==> src/rtl/kbd_text_ctrl_pkg.sv <==
// +----------------------------------------------------------------------------+
// | kbd_pkg : scancode constants, FSM states and address widths shared by the   |
// |           keyboard text-entry controller.               Rev 1.0            |
// +----------------------------------------------------------------------------+
`default_nettype none

package kbd_pkg;

  localparam logic [7:0] SC_BREAK  = 8'hF0;
  localparam logic [7:0] SC_EXT    = 8'hE0;
  localparam logic [7:0] SC_LSHIFT = 8'h12;
  localparam logic [7:0] SC_RSHIFT = 8'h59;
  localparam logic [7:0] SC_ENTER  = 8'h5A;
  localparam logic [7:0] SC_BKSP   = 8'h66;

  localparam int COL_W  = 7;
  localparam int ROW_W  = 5;
  localparam int ADDR_W = ROW_W + COL_W;

  typedef enum logic [1:0] {
    ST_IDLE   = 2'd0,
    ST_LOOKUP = 2'd1,
    ST_WRITE  = 2'd2,
    ST_CLEAR  = 2'd3
  } state_t;

  function automatic logic is_shift(input logic [7:0] code);
    return (code == SC_LSHIFT) || (code == SC_RSHIFT);
  endfunction

  function automatic logic [7:0] apply_shift(input logic [7:0] ch, input logic shift);
    if (shift && (ch >= 8'h61) && (ch <= 8'h7A)) return ch - 8'h20;
    return ch;
  endfunction

endpackage

`default_nettype wire

==> src/rtl/kbd_text_ctrl_if.sv <==
// +----------------------------------------------------------------------------+
// | kbd_text_ctrl_if : byte input, scancode ROM, display RAM and cursor bus.   |
// |                                                        Rev 1.0            |
// +----------------------------------------------------------------------------+
`default_nettype none

interface kbd_text_ctrl_if;
  import kbd_pkg::*;

  logic [7:0]        in_data;
  logic              in_valid;
  logic              in_ready;
  logic [7:0]        rom_addr;
  logic [7:0]        rom_data;
  logic              wr_en;
  logic [ADDR_W-1:0] wr_addr;
  logic [7:0]        wr_data;
  logic [COL_W-1:0]  cur_col;
  logic [ROW_W-1:0]  cur_row;

  modport master (
    input  in_data, in_valid, rom_data,
    output in_ready, rom_addr, wr_en, wr_addr, wr_data, cur_col, cur_row
  );

  modport slave (
    output in_data, in_valid, rom_data,
    input  in_ready, rom_addr, wr_en, wr_addr, wr_data, cur_col, cur_row
  );
endinterface

`default_nettype wire

==> src/rtl/kbd_text_ctrl_cursor.sv <==
// +----------------------------------------------------------------------------+
// | kbd_cursor : text cursor with advance / newline / back commands.           |
// |                                                        Rev 1.0            |
// +----------------------------------------------------------------------------+
`default_nettype none

module kbd_cursor
  import kbd_pkg::*;
#(
  parameter int COLS = 70,
  parameter int ROWS = 30
) (
  input  wire logic             clk,
  input  wire logic             rst,
  input  wire logic             i_advance,
  input  wire logic             i_newline,
  input  wire logic             i_back,
  output logic [COL_W-1:0]      o_col,
  output logic [ROW_W-1:0]      o_row,
  output logic [COL_W-1:0]      o_prev_col,
  output logic [ROW_W-1:0]      o_prev_row,
  output logic                  o_at_home,
  output logic                  o_row_adv
);

  localparam logic [COL_W-1:0] c_last_col = COL_W'(COLS - 1);
  localparam logic [ROW_W-1:0] c_last_row = ROW_W'(ROWS - 1);

  logic [COL_W-1:0] r_col;
  logic [ROW_W-1:0] r_row;
  logic [ROW_W-1:0] w_next_row;

  assign w_next_row = (r_row == c_last_row) ? '0 : r_row + 1'b1;
  assign o_at_home  = (r_col == '0) && (r_row == '0);
  assign o_row_adv  = i_newline || (i_advance && (r_col == c_last_col));

  // Cell just behind the cursor; only meaningful when not at home.
  assign o_prev_col = (r_col == '0) ? c_last_col : r_col - 1'b1;
  assign o_prev_row = (r_col == '0) ? r_row - 1'b1 : r_row;

  always_ff @(posedge clk or posedge rst) begin
    if (rst) begin
      r_col <= '0;
      r_row <= '0;
    end else if (i_back) begin
      if (!o_at_home) begin
        r_col <= o_prev_col;
        r_row <= o_prev_row;
      end
    end else if (i_newline) begin
      r_col <= '0;
      r_row <= w_next_row;
    end else if (i_advance) begin
      if (r_col == c_last_col) begin
        r_col <= '0;
        r_row <= w_next_row;
      end else begin
        r_col <= r_col + 1'b1;
      end
    end
  end

  assign o_col = r_col;
  assign o_row = r_row;

endmodule

`default_nettype wire

==> src/rtl/kbd_text_ctrl.sv <==
// +----------------------------------------------------------------------------+
// | kbd_text_ctrl : scancode stream to display-RAM text entry controller.      |
// | Optional KBD_TEXT_TYPEMATIC_EN drops auto-repeated make codes. Rev 1.0     |
// +----------------------------------------------------------------------------+
`default_nettype none

module kbd_text_ctrl
  import kbd_pkg::*;
#(
  parameter int COLS = 70,
  parameter int ROWS = 30
) (
  input  wire logic       clk,
  input  wire logic       rst,
  kbd_text_ctrl_if.master bus
);

  localparam logic [COL_W-1:0] c_last_col = COL_W'(COLS - 1);

  state_t           r_state;
  logic             r_in_ready;
  logic             r_brk;
  logic             r_ext;
  logic             r_shift;
  logic [7:0]       r_code;
  logic [COL_W-1:0] r_clr_col;
`ifdef KBD_TEXT_TYPEMATIC_EN
  logic [7:0]       r_last;
`endif

  logic              w_accept;
  logic              w_in_write;
  logic              w_advance;
  logic              w_newline;
  logic              w_back;
  logic              w_print;
  logic [COL_W-1:0]  w_col;
  logic [ROW_W-1:0]  w_row;
  logic [COL_W-1:0]  w_prev_col;
  logic [ROW_W-1:0]  w_prev_row;
  logic              w_at_home;
  logic              w_row_adv;
  logic              w_wr_en;
  logic [ADDR_W-1:0] w_wr_addr;
  logic [7:0]        w_wr_data;

  assign w_accept   = bus.in_valid && r_in_ready;
  assign w_in_write = (r_state == ST_WRITE);
  assign w_print    = (r_code != SC_ENTER) && (r_code != SC_BKSP) && (bus.rom_data != 8'h00);
  assign w_advance  = w_in_write && w_print;
  assign w_newline  = w_in_write && (r_code == SC_ENTER);
  assign w_back     = w_in_write && (r_code == SC_BKSP) && !w_at_home;

  kbd_cursor #(.COLS(COLS), .ROWS(ROWS)) u_cursor (
    .clk        (clk),
    .rst        (rst),
    .i_advance  (w_advance),
    .i_newline  (w_newline),
    .i_back     (w_back),
    .o_col      (w_col),
    .o_row      (w_row),
    .o_prev_col (w_prev_col),
    .o_prev_row (w_prev_row),
    .o_at_home  (w_at_home),
    .o_row_adv  (w_row_adv)
  );

  // ROM data only arrives in WRITE, so the RAM port is decoded from state.
  always_comb begin
    w_wr_en   = 1'b0;
    w_wr_addr = '0;
    w_wr_data = 8'h00;
    if (w_advance) begin
      w_wr_en   = 1'b1;
      w_wr_addr = {w_row, w_col};
      w_wr_data = apply_shift(bus.rom_data, r_shift);
    end else if (w_back) begin
      w_wr_en   = 1'b1;
      w_wr_addr = {w_prev_row, w_prev_col};
    end else if (r_state == ST_CLEAR) begin
      w_wr_en   = 1'b1;
      w_wr_addr = {w_row, r_clr_col};
    end
  end

  always_ff @(posedge clk or posedge rst) begin
    if (rst) begin
      r_state    <= ST_IDLE;
      r_in_ready <= 1'b1;
      r_brk      <= 1'b0;
      r_ext      <= 1'b0;
      r_shift    <= 1'b0;
      r_code     <= 8'h00;
      r_clr_col  <= '0;
`ifdef KBD_TEXT_TYPEMATIC_EN
      r_last     <= 8'h00;
`endif
    end else begin
      case (r_state)
        ST_IDLE: begin
          if (w_accept) begin
            if (bus.in_data == SC_BREAK) begin
              r_brk <= 1'b1;
            end else if (bus.in_data == SC_EXT) begin
              r_ext <= 1'b1;
            end else if (r_brk || r_ext) begin
              if (r_brk && is_shift(bus.in_data)) r_shift <= 1'b0;
`ifdef KBD_TEXT_TYPEMATIC_EN
              if (r_brk && (bus.in_data == r_last)) r_last <= 8'h00;
`endif
              r_brk <= 1'b0;
              r_ext <= 1'b0;
            end else if (is_shift(bus.in_data)) begin
              r_shift <= 1'b1;
`ifdef KBD_TEXT_TYPEMATIC_EN
            end else if (bus.in_data == r_last) begin
              r_state <= ST_IDLE;
`endif
            end else begin
              r_code     <= bus.in_data;
              r_state    <= ST_LOOKUP;
              r_in_ready <= 1'b0;
`ifdef KBD_TEXT_TYPEMATIC_EN
              r_last     <= bus.in_data;
`endif
            end
          end
        end
        ST_LOOKUP: r_state <= ST_WRITE;
        ST_WRITE: begin
          if (w_row_adv) begin
            r_clr_col <= '0;
            r_state   <= ST_CLEAR;
          end else begin
            r_state    <= ST_IDLE;
            r_in_ready <= 1'b1;
          end
        end
        ST_CLEAR: begin
          if (r_clr_col == c_last_col) begin
            r_state    <= ST_IDLE;
            r_in_ready <= 1'b1;
          end else begin
            r_clr_col <= r_clr_col + 1'b1;
          end
        end
        default: begin
          r_state    <= ST_IDLE;
          r_in_ready <= 1'b1;
        end
      endcase
    end
  end

  assign bus.in_ready = r_in_ready;
  assign bus.rom_addr = r_code;
  assign bus.wr_en    = w_wr_en;
  assign bus.wr_addr  = w_wr_addr;
  assign bus.wr_data  = w_wr_data;
  assign bus.cur_col  = w_col;
  assign bus.cur_row  = w_row;

endmodule

`default_nettype wire
==> src/flat_wrapper.sv <==
// flat-port wrapper written by rule: the top's interface ports become plain ports
module kbd_text_ctrl_flat import kbd_pkg::*;
#(
  parameter int COLS = 70,
  parameter int ROWS = 30
)
  (clk, rst, bus_in_data, bus_in_valid, bus_rom_data, bus_in_ready, bus_rom_addr, bus_wr_en, bus_wr_addr, bus_wr_data, bus_cur_col, bus_cur_row);
  kbd_text_ctrl_if bus_i ();
  input  wire logic clk;
  input  wire logic rst;
  input wire logic [$bits(bus_i.in_data)-1:0] bus_in_data;
  input wire logic [$bits(bus_i.in_valid)-1:0] bus_in_valid;
  input wire logic [$bits(bus_i.rom_data)-1:0] bus_rom_data;
  output wire logic [$bits(bus_i.in_ready)-1:0] bus_in_ready;
  output wire logic [$bits(bus_i.rom_addr)-1:0] bus_rom_addr;
  output wire logic [$bits(bus_i.wr_en)-1:0] bus_wr_en;
  output wire logic [$bits(bus_i.wr_addr)-1:0] bus_wr_addr;
  output wire logic [$bits(bus_i.wr_data)-1:0] bus_wr_data;
  output wire logic [$bits(bus_i.cur_col)-1:0] bus_cur_col;
  output wire logic [$bits(bus_i.cur_row)-1:0] bus_cur_row;
  assign bus_i.in_data = bus_in_data;
  assign bus_i.in_valid = bus_in_valid;
  assign bus_i.rom_data = bus_rom_data;
  assign bus_in_ready = bus_i.in_ready;
  assign bus_rom_addr = bus_i.rom_addr;
  assign bus_wr_en = bus_i.wr_en;
  assign bus_wr_addr = bus_i.wr_addr;
  assign bus_wr_data = bus_i.wr_data;
  assign bus_cur_col = bus_i.cur_col;
  assign bus_cur_row = bus_i.cur_row;
  kbd_text_ctrl #(.COLS(COLS), .ROWS(ROWS)) u_core (.clk(clk), .rst(rst), .bus(bus_i));
endmodule
==> config.mk <==
export PLATFORM = sky130hd
export DESIGN_NAME = kbd_text_ctrl_flat
export DESIGN_NICKNAME = d
export VERILOG_FILES = /design/src/rtl/kbd_text_ctrl_pkg.sv /design/src/rtl/kbd_text_ctrl_if.sv /design/src/rtl/kbd_text_ctrl_cursor.sv /design/src/rtl/kbd_text_ctrl.sv /design/src/flat_wrapper.sv
export SDC_FILE = /design/constraint.sdc
export NUM_CORES = 1
export LEC_CHECK = 0
export ABC_AREA = 1
export ABC_CLOCK_PERIOD_IN_PS = 3450
export CAP_MARGIN = 20
export CELL_PAD_IN_SITES_DETAIL_PLACEMENT = 1
export CELL_PAD_IN_SITES_GLOBAL_PLACEMENT = 2
export CORE_MARGIN = 3
export CORE_UTILIZATION = 36
export DETAILED_ROUTE_END_ITERATION = 8
export DONT_BUFFER_PORTS = 1
export GPL_TIMING_DRIVEN = 0
export PLACE_DENSITY = 0.84
export SYNTH_ARGS = -nofsm -noshare
export SYNTH_HDL_FRONTEND = slang
export SYNTH_SLANG_ARGS = --single-unit
==> constraint.sdc <==
create_clock -name clk -period 3.45 [get_ports clk]
set_input_delay 1.035 -clock clk [delete_from_list [all_inputs] [get_ports clk]]
set_output_delay 1.035 -clock clk [all_outputs]
set_load 0.03 [all_outputs]
# Word-level counts from Yosys, hierarchy flattened
# Index checks and enable logic that the tools add are counted.
[word_totals] ff_bits=33 in_bits=19 output_inout_bits=42 word_cells=133
[classes] addsub=6 order_cmp=2 eq_ne=26 mux=50 n_bitwise=4 reduce_logical=36
[op_table] cell="$mux W7" n=8
[op_table] cell="$mux W12" n=3
[op_table] cell="$mux W5" n=7
[op_table] cell="$eq A8 B7 Y1 const B" n=3
[op_table] cell="$mux W8" n=3
[op_table] cell="$ne A2 B2 Y1 const B" n=10
[op_table] cell="$mux W1" n=19
[op_table] cell="$reduce_and A6 Y1" n=3
[op_table] cell="$eq A8 B8 Y1 const B" n=2
[op_table] cell="$ne A8 B7 Y1 const B" n=2
[op_table] cell="$add A7 B1 Y7 const B" n=2
[op_table] cell="$eq A7 B7 Y1 const B" n=2
[op_table] cell="$mux W2" n=7
[op_table] cell="$pmux W7 S2" n=1
[op_table] cell="$logic_and A1 B1 Y1" n=12
[op_table] cell="$reduce_bool A3 Y1" n=3
[op_table] cell="$eq A8 B5 Y1 const B" n=1
[op_table] cell="$ge A8 B7 Y1 const B" n=1
[op_table] cell="$le A8 B7 Y1 const B" n=1
[op_table] cell="$pmux W2 S4" n=1
[op_table] cell="$reduce_and A4 Y1" n=2
[op_table] cell="$reduce_and A8 Y1" n=1
[op_table] cell="$reduce_bool A2 Y1" n=4
[op_table] cell="$reduce_bool A8 Y1" n=1
[op_table] cell="other kinds (17)" n=25

# Depth between registers and ports, before layout
# Gate-level depths: netlist (run 1).
[logic_depth] word_depth=8 mapped_depth=12 mapped_depth_nobuf=12

# Modules after synthesis
# Synthesis (run 1) repeated with hierarchy kept, for this count alone.
[unflattened] cells_unflattened=464 area_unflattened_um2=2969.1
[modules_own_cells] module="kbd_text_ctrl" instances=1 cells_each=263 area_per_inst_um2=1710.4
[modules_own_cells] module="kbd_cursor" instances=1 cells_each=201 area_per_inst_um2=1258.7

# Worst setup path after synthesis (run 1)
# Ideal clock, no wire load.
[synth_path] path_type="input to output" from="input port bus_rom_data[1]" to="output port bus_wr_data[6]" arrival_ns=2.337 required_time_ns=2.415 setup_slack_ns=0.078 cell_stages=7 path_buffers=1 path_cell_list="nor2_1 > nand2_1 > nor2_1 > nor2_1 > nand2_1 > buf_2 > a211oi_1"
[synth_via] elab_chain_len=7 word_cells_on_any_way=13 classes_between="1 x add/sub; 2 x order compare; 5 x mux; 5 x reduce/logical"
[synth_rtl] item="from (decl)" line_no="flat_wrapper.sv:13" rtl="input wire logic [$bits(bus_i.rom_data)-1:0] bus_rom_data;"
[synth_rtl] item="$ge A8 B7 Y1" line_no="kbd_text_ctrl_pkg.sv:32" rtl="if (shift && (ch >= 8'h61) && (ch <= 8'h7A)) return ch - 8'h20;"
[synth_rtl] item="$logic_and A1 B1 Y1 (2 in a row)" line_no="kbd_text_ctrl_pkg.sv:32"
[synth_rtl] item="$mux W1" line_no="kbd_text_ctrl_pkg.sv:32"
[synth_rtl] item="$mux W1" line_no="kbd_text_ctrl.sv:73" rtl="if (w_advance) begin"
[synth_rtl] item="$mux W8" line_no="kbd_text_ctrl_pkg.sv:33" rtl="return ch;"
[synth_rtl] item="$mux W8 (*)" line_no="kbd_text_ctrl.sv:73"
[synth_rtl] item="to (decl)" line_no="flat_wrapper.sv:18" rtl="output wire logic [$bits(bus_i.wr_data)-1:0] bus_wr_data;"
# Mark *: on every way between the ends. The rest lies on a longest branch, timed or not. The select of a mux whose other input is x is not followed.

# Final worst setup path (run 1)
[layout_path] from="register u_core.u_cursor.r_col[1], in the netlist u_core.u_cursor.o_col[1]" to="output port bus_wr_addr[4]"
[layout_via] elab_chain_len=6 word_cells_on_any_way=8 classes_between="1 x add/sub; 3 x mux; 4 x reduce/logical"
[layout_rtl] item="from (decl)" line_no="kbd_text_ctrl_cursor.sv:29" rtl="logic [COL_W-1:0] r_col;"
[layout_rtl] item="from (signal assigned)" line_no="kbd_text_ctrl_cursor.sv:47" rtl="r_col <= o_prev_col;"
[layout_rtl] item="from (signal assigned)" line_no="kbd_text_ctrl_cursor.sv:58" rtl="r_col <= r_col + 1'b1;"
[layout_rtl] item="parallel branches: the longest is 4 deep, another holds $sub A7 B1 Y7"
[layout_rtl] item="$mux W12 (*)" line_no="kbd_text_ctrl.sv:77" rtl="end else if (w_back) begin"
[layout_rtl] item="$mux W12 (*)" line_no="kbd_text_ctrl.sv:73"
[layout_rtl] item="to (decl)" line_no="flat_wrapper.sv:17" rtl="output wire logic [$bits(bus_i.wr_addr)-1:0] bus_wr_addr;"
# Mark *: on every way between the ends.

==> results of run 1 <==
[stage by stage]
step           setup slack [ns]  power, mW  utilization
2_1_floorplan           0.07763      1.629            -
6_report                 0.1486      2.286       0.4188
3_3_place_gp            -0.2134      1.863       0.3905
4_1_cts                0.006585      2.267       0.4096
3_5_place_dp            -0.2011      1.914       0.3905
5_1_grt                0.005945      2.493       0.4188
[layer usage]
| layer | GRT usage | vias up | wire [um] |
|---|---|---|---|
| met5 | 0 | - | 0 |
| met1 | 0.2477 | 1409 | 4053 |
| li1 | - | 1477 | - |
| met3 | 0.04144 | 7 | 411 |
| met2 | 0.3611 | 53 | 4558 |
| met4 | 0.04147 | 0 | 67 |
[kinds of logic (layout without fill, tap and decap cells)]
family / Yosys count / after routing / synth area share
xor gates and xnor gates: 10 / 10 / 0.02998
buffers and inverters: 73 / 84 / 0.1058
and+or+nand+nor: 275 / 275 / 0.4107
adders and majority gates: 13 / 13 / 0.05568
DFF: 33 / 33 / 0.2831
AOI/OAI and AO/OA: 56 / 56 / 0.1148
[flip-flops by register name (all words and copies together) (netlist names)]
signal,count
u_core.bus.rom_addr,8
u_core.r_clr_col,7
u_core.u_cursor.o_col,7
u_core.u_cursor.o_row,5
u_core.r_state,2
u_core.bus.in_ready,1
u_core.r_brk,1
u_core.r_ext,1
u_core.r_shift,1
[worst max-delay path by stage]
stage	end	slack (ns)	startpoint	depth (start not counted)
finish	bus_wr_addr[4]	0.15	u_core.u_cursor.o_col[1]	11
global route	bus_wr_addr[6]	0.006	u_core.u_cursor.o_col[0]	11
CTS	bus_wr_addr[10]	0.007	u_core.u_cursor.o_col[1]	10
detailed placement	bus_wr_data[6]	-0.20	bus_rom_data[2]	7
global placement	bus_wr_data[6]	-0.21	bus_rom_data[1]	7
floorplan	bus_wr_data[6]	0.08	bus_rom_data[1]	7
[power by group through the flow]
stage / combinational, mW / sequential, mW / clock, mW
2_1_floorplan: 0.869 / 0.759 / 0
3_3_place_gp: 1.05 / 0.810 / 0
3_5_place_dp: 1.10 / 0.817 / 0
4_1_cts: 1.15 / 0.809 / 0.311
5_1_grt: 1.33 / 0.834 / 0.330
6_report: 1.17 / 0.812 / 0.301
[cells in the mapped netlist (2+ instances only)]
library cell  count  area share
inv_2             3      0.0039
nor3_1            3      0.0051
nand2_2           2      0.0043
nand3_2           2      0.0069
o211ai_1          5       0.013
nor2_4            2      0.0077
xnor2_1           2      0.0060
nand2_1         152        0.20
ha_1             13       0.056
nor2_1           54       0.069
o21ai_0          21       0.036
xor2_1            8       0.024
dfrtp_1          32        0.27
clkbuf_1          3      0.0039
inv_1            59       0.076
o21ai_1          12       0.021
or2_2             4      0.0086
buf_2             4      0.0069
o21ai_2           7       0.021
a21oi_1           5      0.0086
nand4_1          11       0.024
nand3_1          40       0.069
buf_6             4       0.015
[worst register-to-register path: stages, from the launching register on]
cell and delay, ns:
dfrtp_1 0.42, inv_1 0.10, ha_1 0.31, inv_1 0.11, nor2_1 0.24, nand4_1 0.33, clkbuf_1 0.29, nand2_1 0.09
o21ai_0 0.09
[layout make-up]
| class | count | area, sq um | share of cell area |
|---|---|---|---|
| clock buffers | 6 | 72.57 | 0.02220 |
| repair buffers | 3 | 16.27 | 0.004975 |
| inverters | 62 | 232.7 | 0.07118 |
| well taps | 102 | 127.6 | 0.03904 |
| multi-input cells | 354 | 1893 | 0.5790 |
| flip-flops and latches | 33 | 835.8 | 0.2556 |
| plain buffers | 11 | 81.33 | 0.02488 |
| clock inverters | 2 | 10.01 | 0.003062 |
[what timing repair did]
| item | CTS | global route |
|---|---|---|
| gates resized for setup | 14 | 27 |
| pin swaps | 1 | 1 |
| setup endpoints to repair | 14 | 21 |
| setup buffers | 2 | 1 |
==> run summary, run 1 <==
Status - finished clean
Sw Share - 0.5578
Hold EP - u_core.r_shift
Placer Congestion - 0.8661
Final wirelength - 9090 um
Routed Antenna Nets - 0
Worst stage delay on the critical path - 0.53 ns
Clk slew on worst S/H paths - 0.07 ns
Worst VDD drop - 231.6 uV
Max_cap viols - 0
Hold Path Class - reg2reg
Clock Power Share - 0.132
Net Sw Power - 1.275 mW
Fin. Hold Viols - 0
Critical Path, Cell by Cell - inv_2 -> ha_2 -> nand3_4 -> nor2_8 -> nand3_2 -> nand2_4 -> buf_6 -> nand3_1 -> nand2_1 -> nand2_1 -> o21ai_2
Post-route cell area - 3269 sq um
Most numerous cell on the critical path - nand2_1
Slew Limit Fails - 0
Per-cell routed wire length - 15.86 um
Worst path slowest cell - dfrtp_2
RSZ-0062 raised after global routing - no
Mapped Area - 2922 sq um
Sequential share of the synthesized area - 0.2831
Yosys reg bits - 33
CTS tree - yes
DP HPWL - 6917 um
Root buffer cell - clkbuf_8
Global Route Usage Sum - 0.2016
Via Count - 2946
Tmin final - 3.301 ns
1st-iter DRT viols - 62
FMAX - 302.9 MHz
Synth-to-layout area growth - 11.91%
Worst setup EP type - primary output
Commonest non-fill, non-tap cells in the layout - 146 x nand2_1, 54 x inv_1, 48 x nor2_1
R2R depth - 8
Mapped Cells - 460
Hold-fix buffers at CTS - 0
Cell Area, Placed - 3049 sq um
Worst-Margin Slew - 0.7580 ns
Filler Cells Inserted - 1058
H-tree Lvls - 2
Worst Path Buf+Inv - 2
WHS - 0.5475 ns
Worst reg-to-reg setup slack - 1.31 ns
Post-Syn Area per Cell - 6.351 sq um
Number of I/O pins - 61
CP delay by family, top - simple AND/OR/NAND/NOR gates
Relative slew slack - 0.4939
Core area - 7807 sq um
Number of distinct library cells after synthesis - 35
Most common cell after layout, fill and taps aside - nand2_1
Int Pwr - 1.011 mW
Worst path arrival time - 2.27 ns
# port buffers - 0
N_diodes - 0
Layout cells sized above 1 - 0.1635
Initial antenna violation count - 0
Die span in y - 96.09 um
Period utilisation layout - 0.9569
Async S/R FF share, synth - 1.000
Clk_lat worst skew - 0.29 ns
First-pass GRT wire length - 14520 um
Fin cells - 573
CP required - 2.41 ns
Worst setup path class - reg2out
Max Fanout on Critical Path - 10
Min-delay src - u_core.r_shift
Die span in x - 96.09 um
Cell Rows - 32
FF-to-FF Start - u_core.r_state[0]
Drt pass-1 iters - 4
Initial core utilization - 0.3742
Worst Skew - 0.01087 ns
Post-synth net total - 492
Type of origin of the critical path - register
Reg2Reg Capture Point - u_core.bus.rom_addr[1]
Total CTS buffers - 5
GRT overflow - 0
Finish-stage setup viols - 0
DR vias/cell - 5.141
Pin count of the biggest net entering global routing - 34
Vias in the first global route - 2957
DR DRC count - 0
Hold Crit Depth - 2
Cell area power density - 699.3 nW/um^2
Clock sink count - 33
Dominant synthesized flop cell - dfrtp_1
Sequential share of power - 0.355
Placed Cells - 562
Setup TNS - 0 ns
Nets - 502
CTS max path bufs - 2
EDFF count, synth - 0
Die ar. - 9232 sq um
Yosys warnings - 0
Gate power share - 0.513
Lkg Pwr - 1.657 nW
Power figures use the tool's default switching activity.
==> inputs of run 2 (changes only) <==
ABC_CLOCK_PERIOD_IN_PS = 4000   (was 3450)
SLEW_MARGIN = 25   (was not set)
clock period = 4 ns   (was 3.45 ns; I/O delays follow)
==> run 2 against run 1 <==
Combinational power shrank 19%. Critical endpoint is now bus_wr_addr[2]. Utilization shrank 1.2 points. Worst hold slack lost 0.0041 ns. Largest cell class unchanged.
==> run summary, run 2 (synthesis gave the netlist of run 1 again) <==
CTS tree - yes
Register Area - 830.8 sq um (-0.60%)
Worst path slowest cell - dfrtp_1
Period utilisation layout - 0.9504
Slew Limit Fails - 0 (unchanged)
Finish-stage setup viols - 0 (unchanged)
Max_cap viols - 0 (unchanged)
GRT overflow - 0 (unchanged)
Die ar. - 9232 sq um (unchanged)
FMAX - 263.1 MHz
# port buffers - 0 (unchanged)
Clock Power Share - 0.134 (+0.002)
Root buffer cell - clkbuf_8
Total power - 1.896 mW (-17%)
Hold Path Class - reg2reg
First-pass GRT wire length - 14680 um (+1.1%)
Layout cells sized above 1 - 0.1087 (-0.05474)
Cell area power density - 596.4 nW/um^2 (-15%)
Via Count - 2934 (-0.41%)
Commonest non-fill, non-tap cells in the layout - 152 x nand2_1, 58 x inv_1, 54 x nor2_1
CP delay by family, top - flip-flops
Sw Share - 0.5590 (+0.001217)
Pin count of the biggest net entering global routing - 29 (-15%)
Cell Area, Placed - 3069 sq um (+0.66%)
Routed Antenna Nets - 0 (unchanged)
Clk slew on worst S/H paths - 0.07 ns (about the same)
Type of origin of the critical path - register
Net Sw Power - 1.060 mW (-17%)
Relative slew slack - 0.5756 (+0.08172)
DR DRC count - 0 (unchanged)
Core area - 7807 sq um (unchanged)
Most numerous cell on the critical path - nand2_1
Worst VDD drop - 190.5 uV (-18%)
Initial core utilization - 0.3742 (unchanged)
Max FFs per register - 8 (unchanged)
Worst Path Buf+Inv - 3 (+1)
Total CTS buffers - 5 (unchanged)
RSZ-0062 raised after global routing - no
Filler Cells Inserted - 1081 (+2.2%)
Nets - 500 (-0.40%)
Post-route cell area - 3179 sq um (-2.8%)
Die span in y - 96.09 um (unchanged)
Drt pass-1 iters - 4 (unchanged)
Per-cell routed wire length - 15.45 um (-2.6%)
N_diodes - 0 (unchanged)
Clock sink count - 33 (unchanged)
Most common cell after layout, fill and taps aside - nand2_1
DR vias/cell - 5.138 (about the same)
Placer Congestion - 0.8661 (unchanged)
Critical Path, Cell by Cell - inv_1 -> ha_1 -> nand3_4 -> nor2_8 -> nand3_2 -> nand2_4 -> inv_2 -> buf_6 -> nand2_1 -> nand2_1 -> nand2_1 -> o21ai_1
Post-CTS Setup Repair Bufs - 0 (-2)
Gate power share - 0.498 (-0.015)
Cell Rows - 32 (unchanged)
Worst stage delay on the critical path - 0.67 ns (+0.14 ns)
Number of I/O pins - 61 (unchanged)
Worst-Margin Slew - 0.6323 ns (-0.1257 ns)
Initial antenna violation count - 0 (unchanged)
Status - finished clean
Tmin final - 3.801 ns
Max Fanout on Critical Path - 10 (unchanged)
Global Route Usage Sum - 0.2031 (+0.001535)
Int Pwr - 0.8362 mW (-17%)
CTS max path bufs - 2 (unchanged)
Final wirelength - 8822 um (-2.9%)
Synth-to-layout area growth - 8.822%
Lkg Pwr - 1.655 nW (-0.11%)
Worst reg-to-reg setup slack - 1.78 ns (+0.47 ns)
H-tree Lvls - 2 (unchanged)
Worst Skew - 0.007519 ns (-0.003349 ns)
Vias in the first global route - 2970 (+0.44%)
Multi-input logic area - 1809 sq um (-4.4%)
Sequential share of power - 0.368 (+0.013)
Worst setup EP type - primary output
Worst setup path class - reg2out
Die span in x - 96.09 um (unchanged)
Layout Utilization - 0.4072 (-0.01154)
Worst path arrival time - 2.60 ns (+0.33 ns)
DP HPWL - 6936 um (+0.28%)
Clk_lat worst skew - 0.29 ns (about the same)
Hold-fix buffers at CTS - 0 (unchanged)
CP required - 2.80 ns (+0.39 ns)
Fin. Hold Viols - 0 (unchanged)
1st-iter DRT viols - 64 (+3.2%)
-- run 2: cell types whose count changed in the layout (fill, tap and decap cells not counted), sizes merged --
cell / delta
clkbuf: -2
-- run 2: layout make-up --
class,count,share of cell area
inverters,62,0.07320
plain buffers,11,0.02401
clock buffers,6,0.02283
clock inverters,2,0.003148
well taps,102,0.04014
multi-input cells,354,0.5691
flip-flops and latches,33,0.2613
repair buffers,1,0.006297
-- run 2: power by group through the flow --
stage / registers [mW] / logic, mW / clock network, mW
after CTS: 0.698 / 0.953 / 0.268
after global placement: 0.698 / 0.908 / 0
after global routing: 0.720 / 1.08 / 0.282
final: 0.699 / 0.944 / 0.254
after floorplan: 0.655 / 0.750 / 0
after detailed placement: 0.705 / 0.949 / 0
-- run 2: final timing paths --
kind | start | endpoint | depth (start not counted)
worst min-delay path | u_core.r_shift | u_core.r_shift | 2
max in group asynchronous | rst | u_core.bus.in_ready | 2
worst max register to register | u_core.u_cursor.o_col[1] | u_core.u_cursor.o_col[3] | 12
worst max-delay path | u_core.u_cursor.o_col[1] | bus_wr_addr[2] | 12
worst min register to register | u_core.r_shift | u_core.r_shift | 2
min in group asynchronous | rst | u_core.r_clr_col[1] | 1
-- run 2: worst register-to-register path: cells and delay by family (launching register included) --
family,cells,cell delay (ns)
simple gates,7,0.79
flops,1,0.58
buf+inv,3,0.44
fa+ha+maj,1,0.24
compound gates,1,0.06
-- run 2: metrics by stage --
| step | hold WS [ns] | cells | setup slack (ns) | setup TNS, ns |
|---|---|---|---|---|
| floorplan | 0.4534 | 460 | 0.2976 | 0 |
| global placement | 0.5169 | 562 | 0.006643 | 0 |
| detailed placement | 0.5347 | 563 | -0.004163 | -0.004163 |
| CTS | 0.5532 | 571 | 0.05080 | 0 |
| global route | 0.5959 | 571 | 0.04908 | 0 |
| finish | 0.5434 | 571 | 0.1985 | 0 |
-- run 2: layer usage --
layer / global-route usage / vias to the layer above / routed length (um)
li1: - / 1481 / -
met1: 0.2526 / 1396 / 3948
met2: 0.3583 / 50 / 4365
met3: 0.04144 / 7 / 423
met4: 0.04621 / 0 / 85
met5: 0 / - / 0
-- run 2: repair_timing --
| item | CTS | global route |
|---|---|---|
| gates resized for setup | 1 | 7 |
| endpoints found under the setup margin | 1 | 6 |
| cloned | 0 | 0 |
==> inputs of run 3 (changes only) <==
CORE_MARGIN = 2   (was 3)
==> run 3 against run 2 <==
Die area shrank 4.1%. Total power grew 4.1%. Via count decreased by 0.14%. Register-to-register slack is essentially flat. Clock skew is 0.0032 ns higher. Final cell count stayed put. Clock power grew 36%. Highest routed layer unchanged. Design area up 0.87%. Non-clock buffer count is the same. Fmax fell by 2.0%.
==> run summary, run 3 (synthesis gave the netlist of run 1 again) <==
Commonest non-fill, non-tap cells in the layout - 152 x nand2_1, 58 x inv_1, 54 x nor2_1
Die span in x - 94.09 um (-2.1%)
Hold-fix buffers at CTS - 0 (unchanged)
Period utilisation layout - 0.9699 (+0.01950)
1st-iter DRT viols - 64 (unchanged)
H-tree Lvls - 2 (unchanged)
Post-CTS Setup Repair Bufs - 0 (unchanged)
DP HPWL - 6852 um (-1.2%)
Total CTS buffers - 5 (unchanged)
Die ar. - 8852 sq um (-4.1%)
Met2 wire len - 4299 um (-1.5%)
Per-cell routed wire length - 15.13 um (-2.1%)
Filler Cells Inserted - 1036 (-4.2%)
Number of I/O pins - 61 (unchanged)
Slew Limit Fails - 0 (unchanged)
Worst VDD drop - 176.4 uV (-7.4%)
Routed Antenna Nets - 0 (unchanged)
Met3 Wirelength - 330 um (-22%)
Die span in y - 94.09 um (-2.1%)
Max_cap viols - 0 (unchanged)
CTS tree - yes
N_diodes - 0 (unchanged)
Finish-stage setup viols - 0 (unchanged)
Via Count - 2930 (-0.14%)
Gate power share - 0.472 (-0.026)
Global Route Usage Sum - 0.2094 (+0.006296)
Layout cells sized above 1 - 0.1045 (-0.004264)
Cell Rows - 32 (unchanged)
Initial core utilization - 0.3742 (unchanged)
Max FFs per register - 8 (unchanged)
Cell area power density - 615.4 nW/um^2 (+3.2%)
Max layer used - met4
Clock Power Share - 0.175 (+0.041)
Placed Cells - 563 (unchanged)
Clk slew on worst S/H paths - 0.08 ns (about the same)
Lkg Pwr - 1.665 nW (+0.60%)
Fin. Hold Viols - 0 (unchanged)
Synth-to-layout area growth - 9.765%
Root buffer cell - clkbuf_8
Type of origin of the critical path - register
Max Fanout on Critical Path - 10 (unchanged)
Pin count of the biggest net entering global routing - 24 (-17%)
Worst setup path class - reg2out
DR vias/cell - 5.131 (-0.14%)
Sw Share - 0.5361 (-0.02297)
Total power - 1.973 mW (+4.1%)
FMAX - 257.8 MHz (-2.0%)
Placer Congestion - 0.8010 (-7.5%)
Final wirelength - 8639 um (-2.1%)
GRT overflow - 0 (unchanged)
Fin cells - 571 (unchanged)
# port buffers - 0 (unchanged)
Post-CTS Resized - 0 (-1)
RSZ-0062 raised after global routing - no
Clock sink count - 33 (unchanged)
Vias in the first global route - 3111 (+4.7%)
CTS max path bufs - 2 (unchanged)
CP required - 2.80 ns (about the same)
Wl on met1 - 3948 um (unchanged)
Hold Path Class - reg2reg
DR DRC count - 0 (unchanged)
Core area - 7807 sq um (unchanged)
Most common cell after layout, fill and taps aside - nand2_1
Setup TNS - 0 ns (unchanged)
Net Sw Power - 1.058 mW (-0.21%)
Sequential share of power - 0.353 (-0.015)
Relative slew slack - 0.3842 (-0.1914)
Tmin final - 3.879 ns (+0.07800 ns)
Status - finished clean
First-pass GRT wire length - 14770 um (+0.57%)
Initial antenna violation count - 0 (unchanged)
Nets - 500 (unchanged)
Worst path arrival time - 2.68 ns (+0.08 ns)
Worst-Margin Slew - 0.9167 ns (+0.2844 ns)
Worst Skew - 0.01068 ns (+0.003157 ns)
Worst setup EP type - primary output
Int Pwr - 0.9155 mW (+9.5%)
Drt pass-1 iters - 4 (unchanged)
Clk_lat worst skew - 0.30 ns (about the same)
==> run 3: changes by cell type in the layout (fill, tap and decap cells not counted) <==
cell,previous run,this run
clkinv_2,2,0
bufinv_16,0,1
clkbuf_1,4,3
clkbuf_8,5,6
clkinvlp_4,0,1
dfrtp_1,29,30
dfrtp_2,3,2
nor3_1,2,3
nor3_2,1,0
o21ai_1,10,11
o21ai_2,9,8
==> run 3: cell type report <==
class / instances / area, sq um / area share
plain buffers: 11 / 76.32 / 0.02380
clock inverters: 2 / 37.54 / 0.01171
flip-flops and latches: 33 / 829.5 / 0.2587
multi-input cells: 354 / 1800 / 0.5615
clock buffers: 6 / 82.58 / 0.02575
repair buffers: 1 / 20.02 / 0.006243
inverters: 62 / 232.7 / 0.07257
well taps: 102 / 127.6 / 0.03980
==> run 3: worst max-delay path: stages (launching register included) <==
cell and delay (ns):
dfrtp_1 0.58, inv_1 0.20, ha_1 0.24, nand3_4 0.11, nor2_8 0.18, nand3_2 0.11
nand2_4 0.17, buf_6 0.17, nand3_1 0.13, nand2_1 0.10, nand2_1 0.05, o21ai_1 0.33
==> run 3: metrics by stage <==
step	utilization	worst slack (ns)	hold WS, ns	cell area (sq um)
finish	0.4107	0.1205	0.5245	3207
global route	0.4107	0.003510	0.5945	3207
CTS	0.4085	0.01746	0.5405	3189
detailed placement	0.3931	0.01910	0.5226	3069
global placement	0.3905	0.02733	0.5186	3049
floorplan	-	0.2976	0.4534	2922
==> run 3: path summary, 6_finish.rpt <==
kind / start / endpoint / slack [ns] / depth (start not counted)
max: u_core.u_cursor.o_col[1] / bus_wr_addr[6] / 0.12 / 11
min: u_core.r_shift / u_core.r_shift / 0.52 / 2
max reg2reg: u_core.u_cursor.o_col[1] / u_core.u_cursor.o_col[2] / 1.78 / 12
min reg2reg: u_core.r_shift / u_core.r_shift / 0.52 / 2
max in group asynchronous: rst / u_core.bus.in_ready / 2.77 / 2
min in group asynchronous: rst / u_core.u_cursor.o_col[1] / 0.73 / 1
==> run 3: routing by layer <==
layer / track usage / up-vias
met4: 0.03744 / 0
met2: 0.3768 / 40
met3: 0.04414 / 5
met1: 0.2586 / 1414
met5: 0 / -
li1: - / 1471
==> run 3: power groups by stage <==
stage	Clock (mW)	Combinational [mW]	Sequential (mW)
after floorplan	0	0.750	0.655
after global placement	0	0.909	0.698
after detailed placement	0	0.937	0.704
after CTS	0.353	0.940	0.697
after global routing	0.368	1.06	0.717
final	0.346	0.931	0.697
